--- src/rtl/div_iter.sv ---
// div_iter: iterative radix-2 restoring divider, one quotient bit per cycle.
//
// Ports:
//   clk, reset      - single clock, synchronous active-high reset
//   flush           - abandon any in-flight or held operation
//   in_valid/ready  - request handshake; ready only while idle
//   is_unsigned     - 1 = unsigned, 0 = two's-complement signed
//   use_mod         - 1 = return remainder, 0 = return quotient
//   dividend,divisor,in_tag - request payload
//   out_valid/ready - response handshake; result held until accepted
//   result, out_tag, div_zero - response payload
//   busy            - operation in flight or result pending
module div_iter #(
  parameter int WIDTH = 32,
  parameter int TAG_W = 6
) (
  input  logic             clk,
  input  logic             reset,
  input  logic             flush,
  input  logic             in_valid,
  output logic             in_ready,
  input  logic             is_unsigned,
  input  logic             use_mod,
  input  logic [WIDTH-1:0] dividend,
  input  logic [WIDTH-1:0] divisor,
  input  logic [TAG_W-1:0] in_tag,
  output logic             out_valid,
  input  logic             out_ready,
  output logic [WIDTH-1:0] result,
  output logic [TAG_W-1:0] out_tag,
  output logic             div_zero,
  output logic             busy
);

  localparam int CNT_W = $clog2(WIDTH + 1);

  localparam logic [1:0] IDLE = 2'd0;
  localparam logic [1:0] CALC = 2'd1;
  localparam logic [1:0] DONE = 2'd2;

  logic [1:0]       state;
  logic [CNT_W-1:0] cnt;
  logic [WIDTH-1:0] quo;     // dividend magnitude shifting out, quotient shifting in
  logic [WIDTH-1:0] rem;     // partial remainder, always < dsr
  logic [WIDTH-1:0] dsr;     // divisor magnitude
  logic             neg_q;
  logic             neg_r;
  logic             mod_r;
  logic [WIDTH-1:0] res_r;
  logic [TAG_W-1:0] tag_r;
  logic             dz_r;

  logic             accept;
  logic             dvd_neg;
  logic             dsr_neg;
  logic [WIDTH-1:0] dvd_mag;
  logic [WIDTH-1:0] dsr_mag;
  logic [WIDTH:0]   shifted;
  logic [WIDTH:0]   diff;
  logic [WIDTH-1:0] q_step;
  logic [WIDTH-1:0] r_step;

  assign in_ready  = (state == IDLE);
  assign out_valid = (state == DONE);
  assign busy      = (state != IDLE);
  assign result    = res_r;
  assign out_tag   = tag_r;
  assign div_zero  = dz_r;
  assign accept    = in_valid & in_ready & ~flush;

  // The most negative value negates to itself, which read unsigned is the
  // correct magnitude; this also yields the overflow quotient for free.
  always_comb begin
    dvd_neg = ~is_unsigned & dividend[WIDTH-1];
    dsr_neg = ~is_unsigned & divisor[WIDTH-1];
    dvd_mag = dvd_neg ? -dividend : dividend;
    dsr_mag = dsr_neg ? -divisor : divisor;
  end

  // One restoring step: shifted needs WIDTH+1 bits since it may reach 2*dsr-1.
  always_comb begin
    shifted = {rem, quo[WIDTH-1]};
    diff    = shifted - {1'b0, dsr};
    q_step  = {quo[WIDTH-2:0], ~diff[WIDTH]};
    r_step  = diff[WIDTH] ? shifted[WIDTH-1:0] : diff[WIDTH-1:0];
  end

  always_ff @(posedge clk) begin
    if (reset) begin
      state <= IDLE;
      cnt   <= '0;
      quo   <= '0;
      rem   <= '0;
      dsr   <= '0;
      neg_q <= 1'b0;
      neg_r <= 1'b0;
      mod_r <= 1'b0;
      res_r <= '0;
      tag_r <= '0;
      dz_r  <= 1'b0;
    end else if (flush) begin
      state <= IDLE;
      cnt   <= '0;
    end else begin
      case (state)
        IDLE: begin
          if (accept) begin
            tag_r <= in_tag;
            mod_r <= use_mod;
            neg_q <= dvd_neg ^ dsr_neg;
            neg_r <= dvd_neg;
            if (divisor == '0) begin
              state <= DONE;
              dz_r  <= 1'b1;
              res_r <= use_mod ? dividend : '1;
            end else begin
              state <= CALC;
              cnt   <= CNT_W'(WIDTH);
              quo   <= dvd_mag;
              rem   <= '0;
              dsr   <= dsr_mag;
              dz_r  <= 1'b0;
            end
          end
        end
        CALC: begin
          quo <= q_step;
          rem <= r_step;
          cnt <= cnt - CNT_W'(1);
          // Sign fixup is folded into the final iteration.
          if (cnt == CNT_W'(1)) begin
            state <= DONE;
            res_r <= mod_r ? (neg_r ? -r_step : r_step)
                           : (neg_q ? -q_step : q_step);
          end
        end
        DONE: begin
          if (out_ready) state <= IDLE;
        end
        default: state <= IDLE;
      endcase
    end
  end

endmodule

--- config.mk ---
export PLATFORM = sky130hd
export DESIGN_NAME = div_iter
export DESIGN_NICKNAME = d
export VERILOG_FILES = /design/src/rtl/div_iter.sv
export SDC_FILE = /design/constraint.sdc
export NUM_CORES = 1
export LEC_CHECK = 0
export BUFFER_PORTS_ARGS = -buffer_cell sky130_fd_sc_hd__buf_4
export CORE_ASPECT_RATIO = 2
export CORE_UTILIZATION = 40
export DETAILED_ROUTE_END_ITERATION = 10
export PLACE_DENSITY = 0.63
export SYNTH_ARGS = -nofsm -noshare
export SYNTH_HDL_FRONTEND = slang
export SYNTH_SLANG_ARGS = --single-unit
--- constraint.sdc ---
create_clock -name clk -period 5.15 [get_ports clk]
set_input_delay 1.03 -clock clk [delete_from_list [all_inputs] [get_ports clk]]
set_output_delay 1.03 -clock clk [all_outputs]
set_load 0.005 [all_outputs]
==> impl_results.md, run 1 <==
- Outcome: finished, final reports clean
- Seq pwr share: a little under two fifths
- Top Metal Used: met4
- First-pass GRT wire length: 64.8 mm
- Switching power: between 1 and 1.5 mW
- Hold path cells: 2
- H-tree levels: 4
- Routed len/inst: 20.0 um
- Crit path kind: reg -> reg
- Hold Path End: dsr[22]
- Largest net degree at the start of global routing: 79
- Via count: 12457
- Die Area: 30700 um^2
- Synth Instances: roughly 1600
- GRT Util Overall: between 20 and 30%
- CP arrival: 5.16 ns
- Drt drc: 0
- DRT Pass-1 Iters: 5
- Cell row count: 89
- CTS root buffer: clkbuf_16
- Period utilization: 92.7%
- Post-synth EDFFs: 0
- Unique cell type count in the Yosys netlist: 77
- HP Start: dsr[22]
- Leak: 5.42 nW
- WL met3: 1.42 mm
- RePlAce Congestion: 0.958
- Worst VDD drop: 255 uV
- Clk sink count: 146
- Ys flop type: dfxtp_1
- Sequential share of the synthesized area: 24.4%
- Met2 WL: approximately 22 mm
- Cell area after synthesis: 12000 um^2
- DR iter-0 viols: 804
- Core area: 29500 um^2
- Yosys reg bits: 146
- Vias in the first global route: between 10000 and 15000
- Clk_lat worst skew: 0.46 ns
- Synthesized area per cell: approximately 7.4 um^2
- CTS Buf Count: 17
- Multi-input gate area: 8380 um^2
- Max Clock Freq: around 210 MHz
- Sw Share: 34.1%
- Setup TNS: 0 ns
- Post-Route WL: 41.7 mm
- Tightest Pin Transition: around 0.94 ns
- Post-CTS Setup Bufs: 0
- PortBufs: roughly 120
- Inst Count DP: between 2000 and 2500
- Worst-case reg-to-reg path depth: 21
- Max-slew headroom: 36.8%
- R2R setup slack: between 0.3 and 0.4 ns
- Fraction of layout cells with a size suffix above 1: a little under a fifth
- Initial Utilization: 40.6%
- Routed Antenna Nets: 0
- Met1 wire length: 14.8 mm
- CTS max path bufs: 2
- HP Class: reg -> reg
- Setup Skew: roughly 0.012 ns
- Vias/cell: 5.97
- Worst EP required: about 5.5 ns
- CP Capture Type: flop
- Pins over their slew limit: 0
- Async SR Flop Fraction: 0%
- Io pins: 119
- RSZ-0062 raised after global routing: false
- Fillers: 2962
- Synthesis-to-finish area growth: 15.6%
- FF-to-FF Start: quo[31]
- Area occupied by registers: 2920 um^2
- Final hold viol count: 0
- Part of the power in combinational logic: about a quarter
- Post-detail-place hpwl: approximately 33 mm
- Internal: 2.09 mW
- Layout net count: 1827
- CTS clk-pin slew, worst paths: 0.06 ns
- Max-cap viol count: 0
- Die Ht: 247 um
- Reg2reg end: result[26]
- Syn Nets: about 1700
- Yosys synthesis warning count: 0
- Clock Power Share: 37.5%
- Setup crit start kind: flop
- N_diodes: 0
- Non-Filler Instances: approximately 2100
- Crit-path max FO: 5
- Die X: between 100 and 150 um
- Final setup violation count: 0
- Congestion Overflow GR: 0
- Clock tree from TritonCTS: built
- Final min period: 4.77 ns
- Pwr dens: 230 nW/um^2
- Initial antenna violation count: 0
-- sequential cells by signal (all words and copies together) (netlist names) --
name and flops:
neg_q 1, neg_r 1, cnt 6, result 32, mod_r 1, div_zero 1, out_tag 6, quo 32
dsr 32, state 2, rem 32
-- worst max-delay path by stage --
stage	start	slack, ns	cells after the start	to
5_1_grt	quo[31]	0.0009	20	result[20]
4_1_cts	quo[31]	0.09	21	result[26]
2_1_floorplan	quo[31]	0.05	23	result[30]
3_5_place_dp	quo[31]	0.03	21	result[26]
6_report	quo[31]	0.38	21	result[26]
3_3_place_gp	quo[31]	0.18	21	result[26]
-- power groups by stage --
stage | Sequential [mW] | Clock (mW) | Combinational [mW]
global placement | 1.23 | 0 | 0.761
detailed placement | 1.23 | 0 | 0.770
finish | 1.21 | 1.19 | 0.778
floorplan | 1.22 | 0 | 0.510
global route | 1.21 | 1.25 | 0.848
CTS | 1.21 | 1.20 | 0.773
-- worst max-delay path: stages (launching register included) --
cell	delay [ns]
dfxtp_1	0.39
inv_1	0.06
ha_1	0.22
fa_1	0.40
nand2b_1	0.19
a21oi_2	0.22
o211ai_1	0.23
o21ai_2	0.20
a41oi_2	0.21
xnor2_4	0.29
inv_2	0.09
a21oi_1	0.20
ha_1	0.19
nand2_1	0.04
or3_1	0.38
nor2_1	0.14
mux2i_1	0.12
a2111oi_2	0.41
buf_4	0.19
nand4_1	0.10
mux2_2	0.29
o22ai_1	0.12
-- per-stage QoR --
| step | cell area (um^2) | power (mW) | hold slack, ns | utilization (%) | setup slack, ns |
|---|---|---|---|---|---|
| after floorplan | 12000 | 1.73 | 0.432 | - | 0.0462 |
| after global placement | 13300 | 1.99 | 0.444 | 45.0 | 0.177 |
| after detailed placement | 13300 | 2.00 | 0.446 | 45.0 | 0.0261 |
| after CTS | 13800 | 3.18 | 0.455 | 46.8 | 0.0928 |
| after global routing | 13800 | 3.31 | 0.472 | 46.9 | 0.000882 |
| final | 13800 | 3.18 | 0.454 | 46.9 | 0.376 |
-- cell usage after synthesis (39+ instances only) --
cell type	instances	area [um^2]
nor3_1	40	200
a211oi_1	68	510
nand2_1	150	563
o21ai_0	94	470
dfxtp_1	146	2920
clkbuf_1	76	285
nor2_2	39	244
a21oi_2	39	342
xnor2_1	75	657
inv_1	63	236
nor2_1	212	796
a21oi_1	109	546
xor2_1	53	464
-- routing by layer --
layer | up-vias | GRT usage, %
met5 | - | 0
met4 | 0 | 22.3
met3 | 135 | 3.14
met2 | 388 | 50.0
met1 | 5906 | 26.5
li1 | 6028 | -
-- cells by family (layout without fill, tap and decap cells) --
logic type	Yosys count	in the layout	synth area share, %
XOR/XNOR	128	128	9.36
adder cells (fa/ha/maj)	39	39	4.14
multiplexers	42	42	3.66
AO/OA/AOI/OAI	497	497	28.0
AND/OR/NAND/NOR	607	607	24.3
buffers and inverters	164	263	6.11
flip-flops	146	146	24.4
-- final cells by class --
class | instances | area share, %
Sequential cell | 146 | 21.1
Inverter | 65 | 1.76
Clock inverter | 12 | 0.732
Timing Repair Buffer | 168 | 9.38
Clock buffer | 18 | 3.17
Multi-Input combinational cell | 1313 | 60.5
Tap cell | 364 | 3.29
-- cell usage in the layout (no fill, tap or decap), types with 8 or more instances in the layout --
master / n
o31ai_1: 20
a211oi_1: 68
clkbuf_16: 17
a21oi_1: 107
buf_4: 165
nor2b_1: 13
o221ai_1: 17
a31oi_1: 17
mux2i_1: 28
or3_1: 23
o21ai_0: 93
a21o_1: 14
nand2_1: 150
nor4_1: 16
xnor2_1: 74
nor2_2: 39
or4_1: 13
a21oi_2: 41
o211ai_1: 14
o41ai_1: 16
nand3_1: 24
nor2_1: 212
nor3_1: 40
a22oi_1: 19
mux2_2: 14
inv_1: 63
nand2b_1: 17
o21a_1: 8
ha_1: 38
nand4_1: 12
xor2_1: 53
dfxtp_1: 146
-- repair_timing --
action / in CTS / in global routing
hold endpoints to repair: 0 / 0
pin swaps: 0 / 1
hold buffers: 0 / 0
endpoints found under the setup margin: 1 / 8
gates resized for setup: 1 / 5
Power figures use the tool's default switching activity.
==> inputs of run 2 (changes only) <==
CORE_UTILIZATION = 45   (was 40)
PLACE_DENSITY = 0.76   (was 0.63)
==> impl_results.md, run 2 (synthesized netlist as in run 1, its figures left out) <==
- Total power: 3.24 mW (+1.9%)
- Largest net degree at the start of global routing: 77 (-2.5%)
- RePlAce Congestion: 0.986 (+2.9%)
- H-tree levels: 4 (unchanged)
- Post-Route WL: 40.9 mm (-1.8%)
- CTS Buf Count: 17 (unchanged)
- Crit-path max FO: 5 (unchanged)
- Period utilization: 95.6% (+2.9 points)
- First-pass GRT wire length: 64.0 mm (-1.2%)
- Final Util: 52.8% (+5.9 points)
- HP Start: dsr[18]
- Fillers: 2449 (-17%)
- Seq pwr share: 37.3% (-0.7 points)
- Final setup violation count: 0 (unchanged)
- Pwr dens: 234 nW/um^2 (+2.1%)
- Worst EP required: 5.49 ns (-0.04 ns)
- PortBufs: 118 (unchanged)
- Setup crit start kind: flop
- Congestion Overflow GR: 0 (unchanged)
- N_diodes: 0 (unchanged)
- Die Area: 27300 um^2 (-11%)
- Max Clock Freq: 203 MHz (-3.1%)
- Die Ht: 233 um (-5.7%)
- Reg2reg end: result[30]
- Clock Power Share: 38.4% (+0.9 points)
- Routed len/inst: 19.8 um (-0.79%)
- Initial Utilization: 45.8% (+5.2 points)
- Clk sink count: 146 (unchanged)
- GRT Util Overall: 29.9% (+2.9 points)
- DR iter-0 viols: 921 (+15%)
- CTS max path bufs: 2 (unchanged)
- Max-slew headroom: 18.6% (-18 points)
- Crit path kind: reg -> reg
- Final hold viol count: 0 (unchanged)
- Routed Antenna Nets: 0 (unchanged)
- Fraction of layout cells with a size suffix above 1: 18.3% (-0.15 points)
- Die X: 117 um (-5.6%)
- Clk_lat worst skew: 0.46 ns (about the same)
- Sw Share: 32.9% (-1.1 points)
- Most frequent cells in the layout: nor2_1, buf_4, nand2_1
- R2R setup slack: 0.22 ns (-0.15 ns)
- Worst VDD drop: 233 uV (-8.8%)
- Cell row count: 84 (-5.6%)
- CTS root buffer: clkbuf_16
- Synthesis-to-finish area growth: 15.4%
- Via count: 12735 (+2.2%)
- CP Capture Type: flop
- Hold Path End: dsr[18]
- Part of the power in combinational logic: 24.3% (-0.2 points)
- Max-cap viol count: 0 (unchanged)
- Worst-case reg-to-reg path depth: 22 (+4.8%)
- HP Class: reg -> reg
- Initial antenna violation count: 0 (unchanged)
- Core area: 26200 um^2 (-11%)
- Outcome: finished, final reports clean
- Switching power: 1.07 mW (-1.4%)
- Tightest Pin Transition: 1.22 ns (+0.274 ns)
- Internal: 2.17 mW (+3.7%)
- Io pins: 119 (unchanged)
- Hold path cells: 2 (unchanged)
- Layout net count: 1824 (-0.16%)
- CP arrival: 5.27 ns (+0.11 ns)
- Vias in the first global route: 12355 (+3.0%)
- Drt drc: 0 (unchanged)
- Non-Filler Instances: 2064 (-1.1%)
- FF-to-FF Start: quo[31]
- CTS Hold Bufs: 0 (unchanged)
- Leak: 5.42 nW (about the same)
- Commonest non-fill, non-tap cell in the layout: nor2_1
- DRT Pass-1 Iters: 8 (+3)
- Clock tree from TritonCTS: built
- Crit path launch: quo[31]
- Pins over their slew limit: 0 (unchanged)
- Post-detail-place hpwl: 31.7 mm (-2.9%)
- Setup Skew: 0.0119 ns (-0.000401 ns)
- Inst Count DP: 2030 (-1.3%)
- CTS clk-pin slew, worst paths: 0.06 ns (about the same)
- Final min period: 4.93 ns (+0.152 ns)
- Vias/cell: 6.17 (+3.3%)
-- run 2: changes by cell type in the layout (fill, tap and decap cells not counted), sizes merged --
cell and change:
buf -3, bufinv +2, clkbuf +1, clkinv +3, clkinvlp -1, inv -4
-- run 2: worst max path at each step --
stage,to,cells after the start
floorplan,result[30],23
finish,result[30],22
global placement,result[30],22
detailed placement,result[30],22
CTS,result[30],22
global route,result[20],21
-- run 2: cell type report --
cell class / instances / area, um^2 / area share, %
inverters: 65 / 244 / 1.77
clock inverters: 12 / 134 / 0.969
clock buffers: 19 / 433 / 3.13
repair buffers: 165 / 1260 / 9.15
well taps: 344 / 430 / 3.11
multi-input cells: 1313 / 8390 / 60.7
flip-flops and latches: 146 / 2920 / 21.2
-- run 2: routing by layer --
metal,global-route usage [%],wire [um],vias up
li1,-,-,6037
met1,28.9,14300,6024
met2,55.0,21500,495
met3,4.09,1660,179
met4,26.6,3400,0
met5,0,0,-
-- run 2: worst max-delay path, stage by stage, from the launching register on --
cell      delay [ns]
dfxtp_1         0.40
inv_1           0.06
ha_1            0.22
fa_1            0.40
nand2b_1        0.21
a21oi_4         0.19
o211ai_1        0.20
o21ai_2         0.24
a41oi_1         0.16
buf_4           0.18
xnor2_4         0.20
buf_4           0.19
mux2_2          0.18
ha_1            0.16
nand2_1         0.04
or3_1           0.40
nor2_1          0.14
mux2i_1         0.12
a21oi_1         0.16
buf_4           0.15
nand2_1         0.06
or4_1           0.51
a31o_2          0.24
-- run 2: per-stage QoR --
stage | cell area, um^2 | hold slack (ns) | setup slack, ns | setup TNS, ns
detailed placement | 13200 | 0.446 | 0.0215 | 0
global placement | 13200 | 0.442 | 0.160 | 0
CTS | 13800 | 0.455 | 0.0715 | 0
floorplan | 12000 | 0.432 | 0.0462 | 0
global route | 13800 | 0.476 | -0.0386 | -0.0744
finish | 13800 | 0.454 | 0.224 | 0
-- run 2: what timing repair did --
action                                  CTS  global route
pin swaps                                 0             1
endpoints found under the setup margin    2            12
setup buffers                             0             3
gates resized for setup                   1            10
-- run 2: power by group through the flow --
stage | registers, mW | clock network, mW | logic [mW]
6_report | 1.21 | 1.24 | 0.789
5_1_grt | 1.21 | 1.29 | 0.855
4_1_cts | 1.21 | 1.25 | 0.768
3_3_place_gp | 1.23 | 0 | 0.752
3_5_place_dp | 1.23 | 0 | 0.764
2_1_floorplan | 1.22 | 0 | 0.510
